## src/rtl/rom_arbiter.sv

```systemverilog
// Round-robin arbiter sharing one synchronous ROM read port among NREQ requesters.
// Each grant is tagged one-hot and the tag rides a shift pipeline to time rsp_valid.
module rom_arbiter #(
    parameter int unsigned NREQ       = 4,
    parameter int unsigned MXADRB     = 9,
    parameter int unsigned MXDATB     = 11,
    parameter int unsigned RD_LATENCY = 2
) (
    input  logic                     clka,
    input  logic                     rsta,
    input  logic [NREQ-1:0]          req,
    input  logic [NREQ*MXADRB-1:0]   req_adr,
    output logic [NREQ-1:0]          gnt,
    input  logic                     hold,
    output logic                     rom_ena,
    output logic [MXADRB-1:0]        rom_addra,
    input  logic [MXDATB-1:0]        rom_douta,
    output logic [NREQ-1:0]          rsp_valid,
    output logic [MXDATB-1:0]        rsp_data,
    input  logic                     cnt_clr,
    output logic [15:0]              gnt_count
);

    localparam int unsigned PTRW    = (NREQ > 1) ? $clog2(NREQ) : 1;
    localparam int unsigned NSTG    = RD_LATENCY + 1;
    localparam logic [15:0] CNT_MAX = 16'hFFFF;

    logic [PTRW-1:0]             ptr;
    logic [PTRW-1:0]             win_idx;
    logic                        win_vld;
    logic                        grant_vld;
    logic [MXADRB-1:0]           win_adr;
    logic [NSTG-1:0][NREQ-1:0]   tag_pipe;

    // First requesting index found when scanning upward from ptr with wraparound
    always_comb begin : rr_search
        int unsigned idx;
        logic [PTRW-1:0] idx_p;
        idx     = 0;
        idx_p   = '0;
        win_vld = 1'b0;
        win_idx = '0;
        for (int unsigned k = 0; k < NREQ; k++) begin
            idx = 32'(ptr) + k;
            if (idx >= NREQ) begin
                idx = idx - NREQ;
            end
            idx_p = PTRW'(idx);
            if (!win_vld && req[idx_p]) begin
                win_vld = 1'b1;
                win_idx = idx_p;
            end
        end
    end

    always_comb begin : adr_mux
        win_adr = '0;
        for (int unsigned i = 0; i < NREQ; i++) begin
            if (win_idx == PTRW'(i)) begin
                win_adr = req_adr[i*MXADRB +: MXADRB];
            end
        end
    end

    // Grant is combinational so the requester sees it in the same cycle it wins
    assign grant_vld = win_vld && !hold && !rsta;
    assign gnt       = grant_vld ? (NREQ'(1) << win_idx) : '0;
    assign rsp_valid = tag_pipe[NSTG-1];
    assign rsp_data  = rom_douta;

    always_ff @(posedge clka or posedge rsta) begin
        if (rsta) begin
            ptr       <= '0;
            rom_ena   <= 1'b0;
            rom_addra <= '0;
            tag_pipe  <= '0;
            gnt_count <= '0;
        end else begin
            rom_ena <= grant_vld;
            if (grant_vld) begin
                rom_addra <= win_adr;
                ptr       <= (win_idx == PTRW'(NREQ-1)) ? '0 : win_idx + PTRW'(1);
            end

            tag_pipe[0] <= gnt;
            for (int unsigned s = 1; s < NSTG; s++) begin
                tag_pipe[s] <= tag_pipe[s-1];
            end

            // Clear has priority over a grant landing on the same edge
            if (cnt_clr) begin
                gnt_count <= '0;
            end else if (grant_vld && (gnt_count != CNT_MAX)) begin
                gnt_count <= gnt_count + 16'd1;
            end
        end
    end

endmodule

```

## config.mk

```make
export PLATFORM = sky130hd
export DESIGN_NAME = rom_arbiter
export DESIGN_NICKNAME = d
export VERILOG_FILES = /design/src/rtl/rom_arbiter.sv
export SDC_FILE = /design/constraint.sdc
export NUM_CORES = 1
export LEC_CHECK = 0
export CAP_MARGIN = 25
export CELL_PAD_IN_SITES_DETAIL_PLACEMENT = 1
export CELL_PAD_IN_SITES_GLOBAL_PLACEMENT = 2
export CORE_MARGIN = 2
export CORE_UTILIZATION = 32
export CTS_CLUSTER_SIZE = 16
export DETAILED_ROUTE_END_ITERATION = 12
export DONT_BUFFER_PORTS = 1
export GPL_TIMING_DRIVEN = 0
export PLACE_DENSITY = 0.7
export SLEW_MARGIN = 20
export SYNTH_ARGS = -nofsm -noshare
export SYNTH_HDL_FRONTEND = slang
export SYNTH_SLANG_ARGS = --single-unit
```

## constraint.sdc

```tcl
create_clock -name clka -period 3.4 [get_ports clka]
set_clock_uncertainty 0.15 [all_clocks]
set_input_delay 0.85 -clock clka [delete_from_list [all_inputs] [get_ports clka]]
set_output_delay 0.85 -clock clka [all_outputs]
set_load 0.005 [all_outputs]
```

---- Word level (Yosys, flattened, before mapping) ----
Index checks and enable logic that the tools add are counted.
storage, ports and cells
  register bits ........................... 40
  input bits .............................. 55
  word-level logic and storage cells ...... 70
cells by class
  add/sub/neg operators ................... 9
  $lt $le $gt $ge ......................... 8
  equal/unequal tests ..................... 4
  shifts and indexed selects .............. 1
  multiplexer cells ....................... 28
  reduce and logical (&&, ||, !) cells .... 13
operator list
  cell                   number
  $mux 9                 4
  $mux 16                2
  $mux 2                 9
  $add 16x1->16 const B  1
  $ne 16x16->1 const B   1
  $lt 2x3->1 const B     4
  $ge 3x3->1 const B     3
  $bmux 1 s2             4
  $mux 1                 8
  $sub 2x1->2 const B    4
  $add 2x2->3 const B    2
  $logic_and 1x1->1      6
  $logic_not 1->1        5
  $eq 2x2->1 const B     2
  $mux 4                 1
  $shl 1x2->4 const A    1
  $add 2x1->3 const B    1
  $ge 2x3->1 const B     1
  $add 2x1->2 const B    1
  $eq 2x1->1 const B     1
  $logic_not 2->1        1
  $reduce_bool 2->1      1

---- Depth between registers and ports, before layout ----
  word-level depth ........................ 19
  depth in mapped cells ................... 10

---- Worst setup path before layout ----
Ideal clock, no wire load.
  path type ............................... input-to-output
  from .................................... in req[0]
  to ...................................... out gnt[2]
  arrival ................................. 2.451 ns
  required time ........................... 2.400 ns
  setup slack ............................. -0.051 ns
  stages .................................. 7
  path through ............................ or4_4 buf_6 nand2b_1 ha_1 clkbuf_1 clkbuf_1 and3_1
between the ends
  cells in the longest elaborated chain, start to end .. 15
  elaborated cells on any way between the ends .. 26
  those cells by class .................... 1 x shift; 17 x mux; 8 x reduce/logical
RTL lines
  element                          line  source
  start, declared                  11    input logic [NREQ-1:0] req,
  $bmux 1 s2                       49    if (!win_vld && req[idx_p]) begin
  $mux 1 (implied by the code)     49
  $mux 1                           49
  $logic_not 1->1                  49
  $logic_and 1x1->1                49
  $mux 1                           49
  $logic_not 1->1                  49
  $logic_and 1x1->1                49
  $mux 1                           49
  $logic_not 1->1                  49
  $logic_and 1x1->1                49
  $mux 1                           49
  $logic_and 1x1->1 (2 in series)  66    assign grant_vld = win_vld && !hold && !rsta;
  $mux 4 *                         67    assign gnt = grant_vld ? (NREQ'(1) << win_idx) : '0;
  end, declared                    13    output logic [NREQ-1:0] gnt,
Mark *: on every way between the ends. The rest lies on a longest branch, timed or not. The select of a mux whose other input is x is not followed.

---- Worst setup path in the final report ----
  from .................................... in req[0]
  to ...................................... out gnt[0]
The elaborated chain is that of the path after synthesis.

==> summary.txt <==
Run status
  – Status: completed

Synthesis
  – Mapped Cells: approximately 250
  – Synth top area cells: dfrtp_1 (42%), nor2b_1 (6.6%), buf_4 (4.7%)
  – Syn_area_per_cell: between 9 and 10 µm²
  – Share of the synthesized area in the top cell type: 42.19%
  – Post-synth top flop: dfrtp_1
  – Syn_nets: 312
  – Yosys reg bits: 40
  – Seq/Total Area, Yosys: between 40 and 50%
  – Async SR Flop Fraction: 100.0%
  – Synth Warn #: 0
  – Most common cell in the netlist: dfrtp_1
  – Unique masters post-synth: 44
  – Commonest cells in the netlist: dfrtp_1 (40), nand2_1 (25), nor2b_1 (25)
  – Cell Area, Synth: 0.002372 mm²
  – Post-synth EDFFs: 0
  – Largest area contributor in the netlist: dfrtp_1

Critical path
  – Crit path buf inv count: 1
  – Setup CP Type: primary input to primary output
  – CP Launch Type: primary input
  – CP max stage delay: ~0.55 ns
  – Worst path cell trace: or4_4 > buf_6 > nand2b_1 > ha_2 > and3_1
  – Worst Path Arrival: between 2 and 2.5 ns
  – Worst path top cell family by delay: simple AND/OR/NAND/NOR gates
  – Setup crit end kind: primary output
  – Max stage delay cell, worst path: or4_4
  – Critical Path RT: ~2.4 ns
  – Max Fanout on Critical Path: 10

Global routing
  – Vias in the first global route: between 1,500 and 2,000
  – Antenna violations before repair: 0
  – GRT Total Usage: about 16%
  – Grt ovf: 0
  – First-pass GRT wire length: ~10,000 µm
  – Largest net degree at the start of global routing: 27

Power and ir drop
  – Psw: 0.5346 mW
  – Combinational power share: 34.6%
  – Net Sw Frac: 34.19%
  – Part of the power in the clock network: between 20% and 30%
  – Power per cell area: 582.1 mW/mm²
  – Pwr Total: 1.564 mW
  – P_int: 1.029 mW
  – Worst IR Drop VDD: 0.2912 mV
  – Sequential power share: 39.2%
  – Leakage: between 1 and 1.5 nW

Final layout
  – Area occupied by multi-input gates: 0.001221 mm²
  – Layout cells sized above 1: 19.07%
  – # diodes: 0
  – Final Util: 37.24%
  – Register Area: 0.001001 mm²
  – Post-route cell area: 0.002686 mm²
  – Area grow syn2layout: 13.24%
  – Nets: between 300 and 400
  – Final Non-Filler Cells: 356
  – Layout filler cell count: 850

Floorplan
  – Core area: 0.007214 mm²
  – Initial Util: 32.88%
  – Ports: 100
  – Die width: 90.10 µm
  – Full die area: 0.008118 mm²
  – Die Ht: about 90 µm
  – Rows: 31

Timing
  – Fin crit share: between 90% and 100%
  – Fin Setup TNS: 0 ns
  – Worst slew margin: 47.17%
  – Final hold vios: 0
  – Setup-failing EPs final: 0
  – Setup WS post-layout: 0.1144 ns
  – WHS: 0.2041 ns
  – Max Fclk: 304.4 MHz
  – Tmin final: approximately 3.3 ns
  – Actual slew at the worst max-slew pin: a little under 0.8 ns
  – Final Max Tran Viols: 0

Route
  – DRT Pass-1 Iters: 4
  – Iteration-0 DRC Markers: 33
  – Drt total wl: 6410 µm
  – DRC Markers: 0
  – DRT antenna net count: 0
  – WL/cell: around 18 µm
  – Vias/cell: between 5 and 6
  – Routed via count: 1,916

Placement
  – Dpl cells: 352
  – Post-DP Area: 0.002517 mm²
  – DP HPWL: a little under 5000 µm
  – Dpl ws: -0.6439 ns
  – Port Buffer Count: 0
  – GP Congestion: 0.8066

Clock tree
  – Clk sink count: 40
  – Root Driver: clkbuf_8
  – CTS buffer count: 5
  – H-tree Lvls: 2
  – Clock-pin transition on the worst setup and hold timing paths: roughly 0.080 ns
  – Clk_lat worst skew: 0.30 ns
  – Max clock buf depth: 2
  – CTS tree: yes

Flow run
  – # Max-Cap Violations: 0

Min path
  – Min-Delay Path Class: register to register
==> cell type report <==
class                           count  area share [%]
Tap cell                           99           4.611
Clock buffer                        5           2.562
Clock inverter                      3           1.723
Buffer                             24           6.241
Multi-Input combinational cell    176           45.46
Inverter                            6          0.8384
Sequential cell                    40           37.26
Timing Repair Buffer                3           1.304
==> power groups by stage <==
stage / Combinational [mW] / Clock, mW / Sequential (mW)
3_5_place_dp: 0.494 / 0 / 0.622
3_3_place_gp: 0.472 / 0 / 0.620
5_1_grt: 0.619 / 0.446 / 0.624
6_report: 0.540 / 0.411 / 0.613
4_1_cts: 0.501 / 0.427 / 0.614
2_1_floorplan: 0.375 / 0 / 0.600
==> cells in the final DEF, fill, tap and decap left out, types with 4 or more instances in the layout <==
cell      instances
clkbuf_8          5
a221oi_1          9
a21oi_1           8
nand2_1          25
and3_1            7
mux2_1            4
nor2_1           11
dfrtp_1          40
clkbuf_1          4
buf_4            17
o31a_1            9
nand4_1           5
o21ai_0          13
nand2b_1          4
nand3_1           7
nor4_1            4
or4_1             4
o31ai_1           4
nor2b_1          25
inv_1             4
==> cells by family (layout without fill, tap and decap cells) <==
| logic type | Yosys count | in the layout | synth area share, % |
|---|---|---|---|
| simple gates | 108 | 108 | 26.37 |
| buf+inv | 36 | 41 | 8.861 |
| compound gates | 56 | 56 | 16.67 |
| mux | 7 | 7 | 3.270 |
| fa+ha+maj | 5 | 5 | 2.637 |
| flops | 40 | 40 | 42.19 |
==> path summary, 6_finish.rpt <==
kind,endpoint,from,cells after the start,slack (ns)
max in group asynchronous,tag_pipe[4],rsta,2,2.37
worst min register to register,rsp_valid[2],tag_pipe[6],0,0.20
worst max register to register,rom_addra[8],ptr[1],9,0.70
worst max-delay path,gnt[0],req[0],5,0.11
worst min-delay path,rsp_valid[2],tag_pipe[6],0,0.20
min in group asynchronous,ptr[1],rsta,1,0.26
==> metal layers <==
metal,share of wire [%],global-route usage [%],wire length [µm],vias up
met5,0,0,0,-
met2,51,28.13,3298,57
li1,-,-,-,908
met3,5.6,4.694,359,9
met1,41,19.23,2654,942
met4,1.5,4.487,98,0
==> repair_timing <==
action	CTS	global route
resized for setup	6	7
buffers inserted	0	2
setup endpoints to repair	4	3
hold buffers	0	0
endpoints found under the hold margin	0	0
pin swaps	1	1
==> registers in the layout, summed over array words and instances, names as in the netlist <==
name,flops
gnt_count,16
ptr,2
rom_addra,9
rom_ena,1
rsp_valid,4
tag_pipe,8
==> worst register-to-register path, delay by kind of cell (launching register included) <==
| family | cells | cell delay [ns] |
|---|---|---|
| fa+ha+maj | 1 | 0.29 |
| flops | 1 | 0.43 |
| buf+inv | 1 | 0.18 |
| compound gates | 5 | 1.21 |
| simple gates | 2 | 0.31 |
No activity file was read; power rests on OpenSTA's default activity.
